===== config.mk =====
export PLATFORM = sky130hd
export DESIGN_NAME = inst_decode_stage
export DESIGN_NICKNAME = d
export VERILOG_FILES = /design/src/rtl/inst_decode_stage.sv
export SDC_FILE = /design/constraint.sdc
export NUM_CORES = 1
export LEC_CHECK = 0
export ABC_AREA = 1
export CAP_MARGIN = 20
export CORE_MARGIN = 8
export CORE_UTILIZATION = 45
export DETAILED_ROUTE_END_ITERATION = 7
export HOLD_SLACK_MARGIN = 0.12
export PLACE_DENSITY = 0.76
export SETUP_SLACK_MARGIN = 0.4
export SLEW_MARGIN = 20
export SYNTH_ARGS = -nofsm -noshare
export SYNTH_HDL_FRONTEND = slang
export SYNTH_SLANG_ARGS = --single-unit

===== constraint.sdc =====
create_clock -name clk -period 1.3 [get_ports clk]
set_input_delay 0.26 -clock clk [delete_from_list [all_inputs] [get_ports clk]]
set_output_delay 0.26 -clock clk [all_outputs]
set_load 0.02 [all_outputs]

===== src/rtl/inst_decode_stage.sv =====
// RV32I OP/OP-IMM decode stage with registered output and one-entry skid.
// Optional macro DECODE_STATS_EN adds a saturating decoded-instruction counter.
module inst_decode_stage #(
  parameter int WIDTH  = 32,
  parameter int REG_AW = 5
) (
  input  logic              clk,
  input  logic              rst,
  input  logic [WIDTH-1:0]  in_inst,
  input  logic              in_valid,
  output logic              in_ready,
  output logic              out_valid,
  input  logic              out_ready,
  output logic [REG_AW-1:0] out_rd,
  output logic [REG_AW-1:0] out_rs1,
  output logic [REG_AW-1:0] out_rs2,
  output logic [WIDTH-1:0]  out_imm,
  output logic [3:0]        out_alu_op,
  output logic              out_use_imm,
  output logic              out_reg_we,
  output logic              halt,
  output logic              illegal,
  output logic [15:0]       inst_count
);

  typedef enum logic [3:0] {
    ALU_ADD = 4'd0,
    ALU_SUB = 4'd1,
    ALU_SLL = 4'd2,
    ALU_SLT = 4'd3,
    ALU_XOR = 4'd4,
    ALU_SRL = 4'd5,
    ALU_OR  = 4'd6,
    ALU_AND = 4'd7,
    ALU_NOP = 4'd15
  } alu_op_e;

  typedef struct packed {
    logic [REG_AW-1:0] rd;
    logic [REG_AW-1:0] rs1;
    logic [REG_AW-1:0] rs2;
    logic [WIDTH-1:0]  imm;
    logic [3:0]        alu_op;
    logic              use_imm;
    logic              reg_we;
  } bundle_t;

  localparam logic [6:0] OPC_IMM = 7'b0010011;
  localparam logic [6:0] OPC_OP  = 7'b0110011;
  localparam logic [6:0] F7_BASE = 7'b0000000;
  localparam logic [6:0] F7_ALT  = 7'b0100000;

  logic [6:0] opcode;
  logic [2:0] funct3;
  logic [6:0] funct7;
  logic       legal;
  bundle_t    dec;

  bundle_t out_q, out_n;
  bundle_t skid_q, skid_n;
  logic    out_v_n, skid_full, skid_v_n;
  logic    halt_n, illegal_n, ready_n;
  logic    acc, is_zero, fwd, drain;

  assign opcode = in_inst[6:0];
  assign funct3 = in_inst[14:12];
  assign funct7 = in_inst[31:25];

  // Split the incoming word; unsupported encodings become a bubble.
  always_comb begin
    dec         = '0;
    legal       = 1'b0;
    dec.rd      = in_inst[7 +: REG_AW];
    dec.rs1     = in_inst[15 +: REG_AW];
    dec.rs2     = in_inst[20 +: REG_AW];
    dec.alu_op  = ALU_NOP;
    case (opcode)
      OPC_IMM: begin
        case (funct3)
          3'b000: begin
            legal      = 1'b1;
            dec.alu_op = ALU_ADD;
            dec.imm    = {{(WIDTH-12){in_inst[31]}},
                          in_inst[31:20]};
          end
          3'b001: if (funct7 == F7_BASE) begin
            legal      = 1'b1;
            dec.alu_op = ALU_SLL;
            dec.imm    = {{(WIDTH-5){1'b0}},
                          in_inst[24:20]};
          end
          3'b101: if (funct7 == F7_BASE) begin
            legal      = 1'b1;
            dec.alu_op = ALU_SRL;
            dec.imm    = {{(WIDTH-5){1'b0}},
                          in_inst[24:20]};
          end
          default: ;
        endcase
        if (legal) begin
          dec.rs2     = '0;
          dec.use_imm = 1'b1;
        end
      end
      OPC_OP: begin
        if (funct7 == F7_BASE) begin
          legal = 1'b1;
          case (funct3)
            3'b000:  dec.alu_op = ALU_ADD;
            3'b001:  dec.alu_op = ALU_SLL;
            3'b010:  dec.alu_op = ALU_SLT;
            3'b100:  dec.alu_op = ALU_XOR;
            3'b101:  dec.alu_op = ALU_SRL;
            3'b110:  dec.alu_op = ALU_OR;
            3'b111:  dec.alu_op = ALU_AND;
            default: legal = 1'b0;
          endcase
        end else if (funct7 == F7_ALT &&
                     funct3 == 3'b000) begin
          legal      = 1'b1;
          dec.alu_op = ALU_SUB;
        end
      end
      default: ;
    endcase
    if (!legal) begin
      dec.alu_op = ALU_NOP;
      dec.imm    = '0;
    end
    dec.reg_we = legal && (dec.rd != '0);
  end

  assign acc     = in_valid && in_ready;
  assign is_zero = (in_inst == '0);
  assign fwd     = acc && !is_zero;
  assign drain   = out_valid && out_ready;

  // Output/skid steering: skid drains ahead of any new word.
  always_comb begin
    out_n    = out_q;
    out_v_n  = out_valid;
    skid_n   = skid_q;
    skid_v_n = skid_full;
    if (drain) begin
      if (skid_full) begin
        out_n   = skid_q;
        out_v_n = 1'b1;
        if (fwd) begin
          skid_n = dec;
        end else begin
          skid_v_n = 1'b0;
        end
      end else if (fwd) begin
        out_n = dec;
      end else begin
        out_v_n = 1'b0;
      end
    end else if (!out_valid) begin
      if (fwd) begin
        out_n   = dec;
        out_v_n = 1'b1;
      end
    end else if (fwd) begin
      skid_n   = dec;
      skid_v_n = 1'b1;
    end
    halt_n    = halt || (acc && is_zero);
    illegal_n = illegal || (fwd && !legal);
    ready_n   = !skid_v_n && !halt_n;
  end

  // Pipeline, skid and sticky status registers.
  always_ff @(posedge clk) begin
    if (rst) begin
      out_q     <= '0;
      out_valid <= 1'b0;
      skid_q    <= '0;
      skid_full <= 1'b0;
      halt      <= 1'b0;
      illegal   <= 1'b0;
      in_ready  <= 1'b1;
    end else begin
      out_q     <= out_n;
      out_valid <= out_v_n;
      skid_q    <= skid_n;
      skid_full <= skid_v_n;
      halt      <= halt_n;
      illegal   <= illegal_n;
      in_ready  <= ready_n;
    end
  end

  assign out_rd      = out_q.rd;
  assign out_rs1     = out_q.rs1;
  assign out_rs2     = out_q.rs2;
  assign out_imm     = out_q.imm;
  assign out_alu_op  = out_q.alu_op;
  assign out_use_imm = out_q.use_imm;
  assign out_reg_we  = out_q.reg_we;

`ifdef DECODE_STATS_EN
  logic [15:0] cnt_q;

  // Count real (non-bubble) bundles taken by execute, saturating.
  always_ff @(posedge clk) begin
    if (rst) begin
      cnt_q <= '0;
    end else if (drain && out_q.alu_op != ALU_NOP &&
                 cnt_q != 16'hFFFF) begin
      cnt_q <= cnt_q + 16'd1;
    end
  end

  assign inst_count = cnt_q;
`else
  assign inst_count = 16'h0;
`endif

endmodule


==> flow_summary.json <==
{
  "outcome": "complete, but fails checks",
  "violations": "DRC, setup timing",
  "die_height_um": 117.4,
  "finalClockSkew_ns": 0.01971,
  "drtPass1Iterations": 8,
  "synthXorXnorAreaFrac": 0,
  "grt_max_degree": 46,
  "worst-setup-path-type": "in -> reg",
  "dpl.hpwl_mm": 10.22,
  "startpoint_type": "primary input",
  "core_area_um2": 10140,
  "area_delta_synth_final_pct": 77.47,
  "syn_area_um2": 4626,
  "fp-row-count": 37,
  "p_leak_nw": 3.717,
  "htreeDepth": 3,
  "antenna_found_initial": 1,
  "vias": 6467,
  "synth_top_family_by_area": "simple AND/OR/NAND/NOR gates",
  "cts_root_buf": "clkbuf_8",
  "worst_skew_pair.late_latency_ns": 0.41,
  "dieArea_um2": 13780,
  "yosys_register_bits": 91,
  "yosysSeqAreaShare": 0.3938,
  "gp_congestion": 0.9172,
  "cts_tree": "built",
  "yosysWarnings": 0,
  "first_iter_violations": 876,
  "clock-sinks": 91,
  "maxClockFrequency_mhz": 641.2,
  "vdd_drop_max_uv": 597.9,
  "ctsHoldBuffers": 0,
  "nNetsFinal": 951,
  "io_pins": 109,
  "diodes": 0,
  "end_kind": "flip-flop",
  "place_ws_ns": -0.9430,
  "muxShareOfSynthArea": 0,
  "grt_usage": 0.2404,
  "worst-r2r-cell-count": 8,
  "worstHoldPathCells": 3,
  "routedWlPerCell_um": 21.77,
  "clk_pin_slew_ns": 0.10,
  "maxCapViolCount": 0,
  "placed_cells": 959,
  "cp.required_ns": 1.62,
  "synthAdderAreaFrac": 0,
  "drv_slew": 0,
  "die_w_um": 117.4,
  "cts_made_buffers": 9,
  "crit_fanout": 5,
  "detail-route-antenna-nets": 0,
  "synth-simple-area-share": 0.2754,
  "gr-total-overflow": 0,
  "hold_path_class": "in -> reg",
  "setup_viol": 91,
  "finalHoldViolCount": 0,
  "fin_crit_ns": 1.560,
  "slew_headroom": 0.5867,
  "min_period_over_period": 1.200,
  "final_cells": 1056,
  "rsz0062_at_grt": "yes",
  "syn_area_per_cell_um2": 6.580,
  "layout-drive-gt1-share": 0.5250,
  "initial_utilization": 0.4563,
  "worst_pin_slew_ns": 0.6199,
  "cellPowerDensity_nw_per_um2": 895.2,
  "io_buffers": 92,
  "worst_slack_ns": -0.2597,
  "via_per_inst": 6.124,
  "grt_pass1_wl_mm": 27.80,
  "routed_wl_mm": 22.99,
  "syn-instance-count": 703,
  "synth_top_area_share": 0.3938,
  "synth_compound_area_frac": 0.2096,
  "critPathArrivalTime_ns": 1.88,
  "yosysUniqueCellTypes": 23,
  "drc": 1,
  "synth_area_leaders": "dfxtp_1, nand2_1, a21oi_1",
  "grt_pass1_vias": 5700,
  "synth_area_leader_cell": "dfxtp_1",
  "clk_path_buf_depth": 2
}
sequential cells by signal (all words and copies together), names as in the netlist, 4 cells and up:
signal / cells
out_rs2: 5
out_rs1: 5
out_imm: 32
skid_q: 33
out_alu_op: 4
out_rd: 5
cell families after synthesis:
group | after synthesis
other | 1
flip-flops | 91
AND/OR/NAND/NOR | 313
AO/OA/AOI/OAI | 185
buffers and inverters | 113
cell usage in the layout (no fill, tap or decap), types with 11 or more instances in the layout:
| cell type | netlist | routed |
|---|---|---|
| nand2_1 | 188 | 141 |
| buf_4 | 21 | 102 |
| buf_6 | 6 | 101 |
| a21oi_1 | 111 | 81 |
| dfxtp_2 | 0 | 50 |
| inv_1 | 49 | 41 |
| o21ai_0 | 57 | 37 |
| nor2_1 | 61 | 34 |
| dfxtp_1 | 91 | 34 |
| nand3_1 | 52 | 30 |
| nand2_2 | 2 | 28 |
| a21oi_2 | 0 | 28 |
| nand2_4 | 0 | 21 |
| nand3_2 | 0 | 18 |
| nor2_4 | 1 | 17 |
| conb_1 | 1 | 16 |
| nor2_2 | 4 | 15 |
| o21ai_2 | 1 | 15 |
| o211ai_1 | 14 | 14 |
| clkbuf_8 | 0 | 13 |
| buf_12 | 0 | 11 |
metal layers:
| metal | GRT usage | part of all wire | vias up | wire length [um] |
|---|---|---|---|---|
| met5 | 0 | 0.00057 | - | 13 |
| met3 | 0.05851 | 0.11 | 192 | 2517 |
| met1 | 0.2658 | 0.36 | 2974 | 8320 |
| li1 | - | - | 2686 | - |
| met4 | 0.1314 | 0.071 | 2 | 1638 |
| met2 | 0.4159 | 0.46 | 613 | 10500 |
repair_timing:
item,in CTS,in global routing
hold endpoints to repair,0,0
pin swaps,56,64
cloned,12,6
gates resized for setup,536,279
endpoints found under the setup margin,148,148
buffers inserted,23,40
cells in the mapped netlist (all sizes together):
cell	count
o21ai	58
conb	1
nor2	66
nand4	1
o21bai	1
or2	3
dfxtp	91
inv	52
a211oi	1
nand3	52
o211ai	14
buf	34
nand2	190
nor3	1
clkbuf	27
a21oi	111
report_power, final:
part | total, mW | internal, mW | switching (mW)
sequential | 3.08 | 2.94 | 0.143
combinational | 2.01 | 0.934 | 1.07
clock | 2.26 | 1.10 | 1.16
worst paths after layout:
| check | end | slack (ns) | from |
|---|---|---|---|
| worst min register to register | skid_q[6] | 0.48 | skid_q[6] |
| worst min-delay path | skid_q[44] | 0.14 | in_inst[16] |
| worst max-delay path | out_rs2[1] | -0.26 | in_inst[17] |
| worst max register to register | skid_q[0] | -0.23 | in_ready |
per-stage QoR:
stage	cell area (um2)	total power, mW	TNS [ns]	hold slack [ns]	utilization
after floorplan	4795	3.805	-5.031	0.4027	-
after global placement	6111	4.319	-73.68	0.4457	0.6027
after detailed placement	6111	4.355	-78.37	0.4557	0.6027
after CTS	7112	6.721	-0.5252	0.1371	0.7015
after global routing	8209	7.547	-18.58	0.1452	0.8097
final	8209	7.348	-14.70	0.1386	0.8097
cell type report:
cell class,instances,area [um2]
Multi-Input combinational cell,514,3022
Timing Repair Buffer,247,2669
Fill cell,515,1929
Sequential cell,91,1911
Inverter,52,215.2
Clock buffer,13,178.9
Tap cell,136,170.2
Clock inverter,3,43.79
worst max-delay path: stages:
cell	delay, ns
buf_6	0.10
nor2_2	0.15
nand2_2	0.10
nor2_4	0.18
nand2_4	0.10
buf_6	0.13
nor2_4	0.11
nor2_4	0.06
buf_4	0.15
clkbuf_16	0.16
nand2_1	0.11
nand3_1	0.09
a21oi_1	0.17
Note: power is estimated with default switching activity, not from simulation.
